===== config.mk =====
export PLATFORM = sky130hd
export DESIGN_NAME = free_list_ctrl_flat
export DESIGN_NICKNAME = d
export VERILOG_FILES = /design/src/rtl/rename_pkg.sv /design/src/rtl/free_list_ctrl_if.sv /design/src/rtl/ckpt_fifo.sv /design/src/rtl/free_list_ctrl.sv /design/src/flat_wrapper.sv
export SDC_FILE = /design/constraint.sdc
export NUM_CORES = 1
export LEC_CHECK = 0
export ABC_AREA = 1
export BUFFER_PORTS_ARGS = -buffer_cell sky130_fd_sc_hd__buf_2
export CAP_MARGIN = 20
export CORE_MARGIN = 5
export CORE_UTILIZATION = 63
export DETAILED_ROUTE_END_ITERATION = 12
export PLACE_DENSITY = 0.76
export SLEW_MARGIN = 20
export SYNTH_ARGS = -nofsm -noshare
export SYNTH_HDL_FRONTEND = slang
export SYNTH_SLANG_ARGS = --single-unit

===== constraint.sdc =====
create_clock -name clk -period 12.4 [get_ports clk]
set_clock_uncertainty 0.15 [all_clocks]
set_input_delay 3.72 -clock clk [delete_from_list [all_inputs] [get_ports clk]]
set_output_delay 3.72 -clock clk [all_outputs]
set_load 0.05 [all_outputs]

===== src/rtl/rename_pkg.sv =====
// Shared sizing and types for the rename-stage physical register allocator.
package rename_pkg;

  localparam int NUM_PHYS      = 64;
  localparam int NUM_ARCH      = 32;
  localparam int FL_DEPTH      = NUM_PHYS - NUM_ARCH;
  localparam int CKPT_DEPTH    = 4;
  localparam int PREG_BITS     = $clog2(NUM_PHYS);
  localparam int FL_IDX_BITS   = $clog2(FL_DEPTH);
  localparam int FL_PTR_BITS   = FL_IDX_BITS + 1;
  localparam int CKPT_IDX_BITS = $clog2(CKPT_DEPTH);
  localparam int CKPT_PTR_BITS = CKPT_IDX_BITS + 1;

  typedef logic [PREG_BITS-1:0]     preg_t;
  typedef logic [FL_PTR_BITS-1:0]   fl_ptr_t;
  typedef logic [CKPT_IDX_BITS-1:0] ckpt_idx_t;
  typedef logic [CKPT_PTR_BITS-1:0] ckpt_ptr_t;

endpackage


===== src/rtl/free_list_ctrl_if.sv =====
// Rename-side handshake bundle for the free-list controller.
interface free_list_ctrl_if;
  import rename_pkg::*;

  logic      alloc_req;
  logic      alloc_gnt;
  preg_t     alloc_preg;
  logic      rel_valid;
  preg_t     rel_preg;
  logic      ckpt_save;
  logic      ckpt_ack;
  ckpt_idx_t ckpt_id;
  logic      br_correct;
  logic      br_flush;
  logic      rename_stall;
  fl_ptr_t   free_count;
  ckpt_ptr_t ckpt_count;

  modport slave (
    input  alloc_req, rel_valid, rel_preg,
    input  ckpt_save, br_correct, br_flush,
    output alloc_gnt, alloc_preg, ckpt_ack,
    output ckpt_id, rename_stall,
    output free_count, ckpt_count
  );

  modport master (
    output alloc_req, rel_valid, rel_preg,
    output ckpt_save, br_correct, br_flush,
    input  alloc_gnt, alloc_preg, ckpt_ack,
    input  ckpt_id, rename_stall,
    input  free_count, ckpt_count
  );

endinterface


===== src/rtl/ckpt_fifo.sv =====
// FIFO of saved free-list head pointers, one per unresolved branch.
module ckpt_fifo
  import rename_pkg::*;
(
  input  logic      clk,
  input  logic      rst,
  input  logic      push,
  input  fl_ptr_t   push_data,
  input  logic      pop,
  input  logic      clear,
  output fl_ptr_t   head_data,
  output ckpt_idx_t wr_idx,
  output ckpt_ptr_t count,
  output logic      full
);

  fl_ptr_t   mem_q [CKPT_DEPTH];
  fl_ptr_t   mem_d [CKPT_DEPTH];
  ckpt_ptr_t wr_ptr_q, wr_ptr_d;
  ckpt_ptr_t rd_ptr_q, rd_ptr_d;

  assign wr_idx    = wr_ptr_q[CKPT_IDX_BITS-1:0];
  assign head_data = mem_q[rd_ptr_q[CKPT_IDX_BITS-1:0]];
  assign count     = wr_ptr_q - rd_ptr_q;
  assign full      = (count == ckpt_ptr_t'(CKPT_DEPTH));

  always_comb begin
    mem_d    = mem_q;
    wr_ptr_d = wr_ptr_q;
    rd_ptr_d = rd_ptr_q;
    if (clear) begin
      wr_ptr_d = '0;
      rd_ptr_d = '0;
    end else begin
      if (push) begin
        mem_d[wr_idx] = push_data;
        wr_ptr_d      = wr_ptr_q + 1'b1;
      end
      if (pop) rd_ptr_d = rd_ptr_q + 1'b1;
    end
  end

  always_ff @(posedge clk or posedge rst) begin
    if (rst) begin
      for (int i = 0; i < CKPT_DEPTH; i++) mem_q[i] <= '0;
      wr_ptr_q <= '0;
      rd_ptr_q <= '0;
    end else begin
      mem_q    <= mem_d;
      wr_ptr_q <= wr_ptr_d;
      rd_ptr_q <= rd_ptr_d;
    end
  end

endmodule


===== src/rtl/free_list_ctrl.sv =====
// Physical register free list with branch checkpoint/rewind of the head.
module free_list_ctrl
  import rename_pkg::*;
(
  input logic              clk,
  input logic              rst,
  free_list_ctrl_if.slave  bus
);

  if ((FL_DEPTH & (FL_DEPTH - 1)) != 0 ||
      (CKPT_DEPTH & (CKPT_DEPTH - 1)) != 0) begin : g_pow2
    $error("free_list_ctrl: depths must be powers of two");
  end

  preg_t   fl_q [FL_DEPTH];
  preg_t   fl_d [FL_DEPTH];
  fl_ptr_t head_q, head_d;
  fl_ptr_t tail_q, tail_d;

  fl_ptr_t free_count;
  logic    fl_empty;
  logic    ckpt_full;
  fl_ptr_t ckpt_head;
  fl_ptr_t head_post_alloc;

  assign free_count = tail_q - head_q;
  assign fl_empty   = (free_count == '0);

  assign bus.alloc_gnt = bus.alloc_req & ~fl_empty &
                         ~bus.br_flush &
                         ~(bus.ckpt_save & ckpt_full);
  assign bus.ckpt_ack  = bus.ckpt_save & ~ckpt_full &
                         ~bus.br_flush &
                         (~fl_empty | ~bus.alloc_req);
  assign bus.alloc_preg   = fl_q[head_q[FL_IDX_BITS-1:0]];
  assign bus.rename_stall = (bus.alloc_req & fl_empty) |
                            (bus.ckpt_save & ckpt_full);
  assign bus.free_count   = free_count;

  // Snapshot includes the branch's own destination so it survives rewind.
  assign head_post_alloc = head_q + fl_ptr_t'(bus.alloc_gnt);

  always_comb begin
    fl_d   = fl_q;
    tail_d = tail_q;
    head_d = bus.br_flush ? ckpt_head : head_post_alloc;
    if (bus.rel_valid) begin
      fl_d[tail_q[FL_IDX_BITS-1:0]] = bus.rel_preg;
      tail_d = tail_q + 1'b1;
    end
  end

  always_ff @(posedge clk or posedge rst) begin
    if (rst) begin
      for (int i = 0; i < FL_DEPTH; i++)
        fl_q[i] <= preg_t'(NUM_ARCH + i);
      head_q <= '0;
      tail_q <= fl_ptr_t'(FL_DEPTH);
    end else begin
      fl_q   <= fl_d;
      head_q <= head_d;
      tail_q <= tail_d;
    end
  end

  ckpt_fifo u_ckpt (
    .clk       (clk),
    .rst       (rst),
    .push      (bus.ckpt_ack),
    .push_data (head_post_alloc),
    .pop       (bus.br_correct & ~bus.br_flush),
    .clear     (bus.br_flush),
    .head_data (ckpt_head),
    .wr_idx    (bus.ckpt_id),
    .count     (bus.ckpt_count),
    .full      (ckpt_full)
  );

endmodule


===== src/flat_wrapper.sv =====
// flat-port wrapper written by rule: the top's interface ports become plain ports
module free_list_ctrl_flat import rename_pkg::*;
  (clk, rst, bus_alloc_req, bus_rel_valid, bus_rel_preg, bus_ckpt_save, bus_br_correct, bus_br_flush, bus_alloc_gnt, bus_alloc_preg, bus_ckpt_ack, bus_ckpt_id, bus_rename_stall, bus_free_count, bus_ckpt_count);
  free_list_ctrl_if bus_i ();
  input logic clk;
  input logic rst;
  input wire logic [$bits(bus_i.alloc_req)-1:0] bus_alloc_req;
  input wire logic [$bits(bus_i.rel_valid)-1:0] bus_rel_valid;
  input wire logic [$bits(bus_i.rel_preg)-1:0] bus_rel_preg;
  input wire logic [$bits(bus_i.ckpt_save)-1:0] bus_ckpt_save;
  input wire logic [$bits(bus_i.br_correct)-1:0] bus_br_correct;
  input wire logic [$bits(bus_i.br_flush)-1:0] bus_br_flush;
  output wire logic [$bits(bus_i.alloc_gnt)-1:0] bus_alloc_gnt;
  output wire logic [$bits(bus_i.alloc_preg)-1:0] bus_alloc_preg;
  output wire logic [$bits(bus_i.ckpt_ack)-1:0] bus_ckpt_ack;
  output wire logic [$bits(bus_i.ckpt_id)-1:0] bus_ckpt_id;
  output wire logic [$bits(bus_i.rename_stall)-1:0] bus_rename_stall;
  output wire logic [$bits(bus_i.free_count)-1:0] bus_free_count;
  output wire logic [$bits(bus_i.ckpt_count)-1:0] bus_ckpt_count;
  assign bus_i.alloc_req = bus_alloc_req;
  assign bus_i.rel_valid = bus_rel_valid;
  assign bus_i.rel_preg = bus_rel_preg;
  assign bus_i.ckpt_save = bus_ckpt_save;
  assign bus_i.br_correct = bus_br_correct;
  assign bus_i.br_flush = bus_br_flush;
  assign bus_alloc_gnt = bus_i.alloc_gnt;
  assign bus_alloc_preg = bus_i.alloc_preg;
  assign bus_ckpt_ack = bus_i.ckpt_ack;
  assign bus_ckpt_id = bus_i.ckpt_id;
  assign bus_rename_stall = bus_i.rename_stall;
  assign bus_free_count = bus_i.free_count;
  assign bus_ckpt_count = bus_i.ckpt_count;
  free_list_ctrl u_core (.clk(clk), .rst(rst), .bus(bus_i));
endmodule

# [After elaboration in Yosys (flattened, before gate mapping)]
# Index checks and enable logic that the tools add are counted.
[op_classes] n_reduce_logical=6 bitwise=20 n_eq_ne=1 muxes=17 add_sub_neg=6 n_lt_le_gt_ge=6
[op_table] operator="bitwise mux 192 bit" count=1
[op_table] operator="two-way mux 6 bit" count=7
[op_table] operator="binary-select mux 6 bit (select 5 bit)" count=1
[op_table] operator="demux 6 bit (select 5 bit)" count=1
[op_table] operator="bitwise mux 24 bit" count=1
[op_table] operator="binary-select mux 6 bit (select 2 bit)" count=1
[op_table] operator="demux 6 bit (select 2 bit)" count=1
[op_table] operator="greater-or-equal comparator 6 bit, second input constant" count=2
[op_table] operator="two-way mux 3 bit" count=4
[op_table] operator="NOT 5 -> 6 bit" count=2
[op_table] operator="AND 1 bit" count=9
[op_table] operator="adder 3 x 1 -> 3 bit, second input constant" count=2
[op_table] operator="adder 6 x 1 -> 6 bit" count=1
[op_table] operator="adder 6 x 1 -> 6 bit, second input constant" count=1
[op_table] operator="greater-or-equal comparator 3 bit, second input constant" count=2
[op_table] operator="logical NOT 6 bit" count=1
[op_table] operator="< comparator 6 x 1 -> 1 bit, second input constant" count=1
[op_table] operator="NOT 2 -> 3 bit" count=2
[op_table] operator="subtractor 6 bit" count=1
[op_table] operator="NOT 1 bit" count=5
[op_table] operator="nonzero test 2 bit" count=2
[op_table] operator="equality test 3 bit, second input constant" count=1
[op_table] operator="< comparator 3 x 1 -> 1 bit, second input constant" count=1
[op_table] operator="subtractor 3 bit" count=1
[op_table] operator="other kinds (3)" count=5
[word_totals] register_bits=234 out_inout_bits=20

# [Logic depth before layout (Yosys ltp)]
[logic_depth] ltp_word=8 mapped_depth=17 depth_no_buf=17

# [Hierarchy]
# A second synthesis with hierarchy kept.
[unflattened] cells_unflattened=1472 hier_area_um2=11597.4
[modules_own_cells] module="free_list_ctrl" cells_each=1288 area_each_um2=10054.6 n_inst=1
[modules_own_cells] module="ckpt_fifo" cells_each=184 area_each_um2=1542.7 n_inst=1

# [Least setup slack after synthesis]
# Ideal clock, no wire load.
[synth_path] path_kind="input to output" startpoint="input bus_ckpt_save" endpoint="output bus_alloc_gnt" cell_stages=5 setup_slack_ns=3.821 t_arrival_ns=4.709 cell_sequence="inv_1 nor2_1 inv_1 nand3_1 a21oi_1"
[synth_via] elab_chain_len=3
[synth_rtl] element="start, declared" line="flat_wrapper.sv:10" rtl="input wire logic [$bits(bus_i.ckpt_save)-1:0] bus_ckpt_save;"
[synth_rtl] element="AND 1 bit" line="free_list_ctrl.sv:31" rtl="~(bus.ckpt_save & ckpt_full);"
[synth_rtl] element="NOT 1 bit" line="free_list_ctrl.sv:31"
[synth_rtl] element="AND 1 bit" line="free_list_ctrl.sv:30" rtl="~bus.br_flush &"
[synth_rtl] element="end, declared" line="flat_wrapper.sv:13" rtl="output wire logic [$bits(bus_i.alloc_gnt)-1:0] bus_alloc_gnt;"
# No other way between the ends.

# [Final worst setup path]
[layout_path] startpoint="input bus_br_flush" endpoint="output bus_ckpt_ack"
[layout_via] elab_chain_len=3
[layout_rtl] element="start, declared" line="flat_wrapper.sv:12" rtl="input wire logic [$bits(bus_i.br_flush)-1:0] bus_br_flush;"
[layout_rtl] element="NOT 1 bit (no source line)"
[layout_rtl] element="AND 1 bit" line="free_list_ctrl.sv:32" rtl="assign bus.ckpt_ack = bus.ckpt_save & ~ckpt_full &"
[layout_rtl] element="AND 1 bit" line="free_list_ctrl.sv:33" rtl="~bus.br_flush &"
[layout_rtl] element="end, declared" line="flat_wrapper.sv:15" rtl="output wire logic [$bits(bus_i.ckpt_ack)-1:0] bus_ckpt_ack;"
# No other way between the ends.

==> impl_metrics.env <==
export IMPL_fin_ws_ns=3.305
export IMPL_gp_congestion=0.9093
export IMPL_num_rows=49
export IMPL_detail_route_antenna_nets=0
export IMPL_synth_area_top_cells="dfrtp_1 27%, dfstp_2 26%, o21ai_0 13%, nand2_1 12%, nor2_1 4.8%"
export IMPL_cts_sinks=234
export IMPL_wire_per_inst_um=17.71
export IMPL_synthDominantCellAreaShare_pct=26.54
export IMPL_synth_top_family_by_area="simple AND/OR/NAND/NOR gates"
export IMPL_synth_warnings=0
export IMPL_track_usage_pct=28.51
export IMPL_rsz0062_at_grt="no"
export IMPL_ys_flop_type="dfrtp_1"
export IMPL_vias=9519
export IMPL_path_cells="buf_2 > inv_1 > nand3_1 > inv_2 > nand2_4 > inv_1 > buf_2"
export IMPL_hold_viol_final=0
export IMPL_synth_fa_ha_area_share_pct=2.215
export IMPL_die_w_um=144.6
export IMPL_dr_pass1_iters=6
export IMPL_clockBufferDepth=3
export IMPL_arrival_ns=5.22
export IMPL_relSlewSlack_pct=25.05
export IMPL_cts_resized=0
export IMPL_layout_drive_gt1_share_pct=14.85
export IMPL_timing_final_crit_period_ns=9.095
export IMPL_yosys_area_share_simple_pct=21.71
export IMPL_mostFrequentLayoutCells="370 x nand2_1, 291 x o21ai_0, 146 x nor2_1, 119 x dfrtp_1, 113 x dfstp_2"
export IMPL_postSynth_asyncResetShare_pct=100.0
export IMPL_final_common_cell="nand2_1"
export IMPL_avgSynthCellArea_um2=8.122
export IMPL_critPathLaunchType="input pin"
export IMPL_pin_count=33
export IMPL_areaGrowthSynthToFinish_pct=8.245
export IMPL_fmax_ghz=0.1100
export IMPL_grt_max_degree=111
export IMPL_reg2reg_depth=15
export IMPL_grt_pass1_vias=8854
export IMPL_r2r_end="u_core.u_ckpt.mem_q[22]"
export IMPL_endpoint_kind="output pin"
export IMPL_min_to="u_core.u_ckpt.mem_q[3]"
export IMPL_synth_largest_area_cell="dfrtp_1"
export IMPL_dp_slack_ns=3.344
export IMPL_syn_area_um2=11410
export IMPL_seq_area_frac_synth_pct=52.55
export IMPL_cts_tree="built"
export IMPL_max_stage_delay_ns=0.45
export IMPL_rrSetupSlack_ns=8.43
export IMPL_maxCapViolations=0
export IMPL_period_share_pct=73.34
export IMPL_min_path_cells=2
export IMPL_path_max_fanout=32
export IMPL_muxShareOfSynthArea_pct=0
export IMPL_worst_pin_slew_ns=1.123
export IMPL_r2r_start="u_core.head_q[2]"
export IMPL_min_from="u_core.u_ckpt.mem_q[3]"
export IMPL_core_area_um2=17900
export IMPL_postCtsHoldBufs=0
export IMPL_tns_ns=0
export IMPL_initial_core_util_pct=63.74
export IMPL_synth_fp_nets=1437
export IMPL_cts_setup_buffers=0
export IMPL_antennaDiodeCount=0
export IMPL_synth_seq_cells=234
export IMPL_cts_root_buffer="clkbuf_16"
export IMPL_leakage_uw=0.005548
export IMPL_criticalPathCategory="input pin to output pin"
export IMPL_synth_distinct_cells=31
export IMPL_slowest_stage="inv_2"
export IMPL_dp_final_hpwl_um=17920
export IMPL_nets=1400
export IMPL_port_buffers=32
export IMPL_power_density_nw_per_um2=267.1
export IMPL_grt_pass1_wl_um=47440
export IMPL_ir_worst_vdd_v=0.0002547
export IMPL_drv_slew=0
export IMPL_htree_levels=1
export IMPL_wirelength_um=28620
export IMPL_synthXorXnorAreaFrac_pct=0.9211
export IMPL_numCtsBuffers=25
export IMPL_clock_latency_ns=0.53
export IMPL_die_h_um=144.6
export IMPL_drc_errors=0
export IMPL_syn_inst=1405
export IMPL_cp_required_ns=8.53
export IMPL_synth_compound_area_share_pct=16.34
export IMPL_vias_per_cell=5.890
export IMPL_drt_initial_drc_count=990
export IMPL_setup_violations=0
export IMPL_status="finished clean"
export IMPL_antenna_found_initial=0
export IMPL_die_area_um2=20900
export IMPL_clk_pin_slew_ns=0.06
export IMPL_grt_ovfl_total=0
export IMPL_synth_edf_count=0
export IMPL_hp_class="register to register"
report_power, final:
group	internal [uW]	leakage (uW)	switching, uW
sequential	1120	0.00276	179
clock	493	0.000441	300
combinational	363	0.00234	847
logic make-up after synthesis:
logic type	count (synthesis)
buffers and inverters	172
AO/OA/AOI/OAI	358
flip-flops	234
adder cells (fa/ha/maj)	19
XOR/XNOR	12
AND/OR/NAND/NOR	610
state kept, by name (all words and copies together), names as in the netlist:
register,count
u_core.fl_q,192
u_core.tail_q,6
u_core.u_ckpt.wr_ptr_q,3
u_core.u_ckpt.mem_q,24
u_core.head_q,6
u_core.u_ckpt.rd_ptr_q,3
layer usage:
metal / up-vias / global-route usage [%] / wire, um
li1: 4554 / - / -
met1: 4514 / 43.09 / 12690
met2: 407 / 43.99 / 13080
met3: 44 / 4.299 / 2304
met4: 0 / 6.578 / 537
met5: - / 0 / 0
layout make-up:
cell class	instances	area [um^2]
sequential	234	6000
fill	1486	5550
multi-input combinational	999	4700
clock buffer	40	782.0
tap	229	286.5
inverter	70	270.3
timing repair buffer	38	205.2
clock inverter	6	108.9
Yosys cell counts, types with 2 or more instances:
master    instances
nand2_1         370
o21ai_0         291
nor2_1          146
dfrtp_1         121
dfstp_2         113
inv_1            66
clkbuf_1         60
nand3_1          54
buf_2            36
nand4_1          30
a21oi_1          29
o211ai_1         20
ha_1             17
o22ai_1          15
xor2_1            9
a31oi_1           3
inv_2             3
nor3_1            3
xnor2_1           3
buf_4             2
buf_6             2
fa_1              2
nand3_2           2
critical path, delay by kind of cell:
family	cells	cell delay (ns)
buffers and inverters	5	1.25
AND/OR/NAND/NOR	2	0.24
per-stage QoR:
step	hold WS, ns	area [um^2]	utilization (%)	std cells	total power [uW]
finish	0.3232	12350	69.00	1616	3299
global route	0.3457	12350	69.00	1616	3529
CTS	0.3212	12350	69.00	1616	3302
detailed placement	0.3059	11460	64.02	1570	2501
global placement	0.2982	11460	64.02	1570	2470
floorplan	0.2866	11410	-	1405	2189
worst max-delay path by stage:
stage,from,endpoint,cells after the start
floorplan,rst,u_core.fl_q[100],1
global placement,bus_br_flush,bus_ckpt_ack,7
detailed placement,bus_br_flush,bus_ckpt_ack,7
CTS,bus_br_flush,bus_ckpt_ack,7
global route,bus_br_flush,bus_ckpt_ack,7
finish,bus_br_flush,bus_ckpt_ack,7
Note: power is estimated with default switching activity, not from simulation.
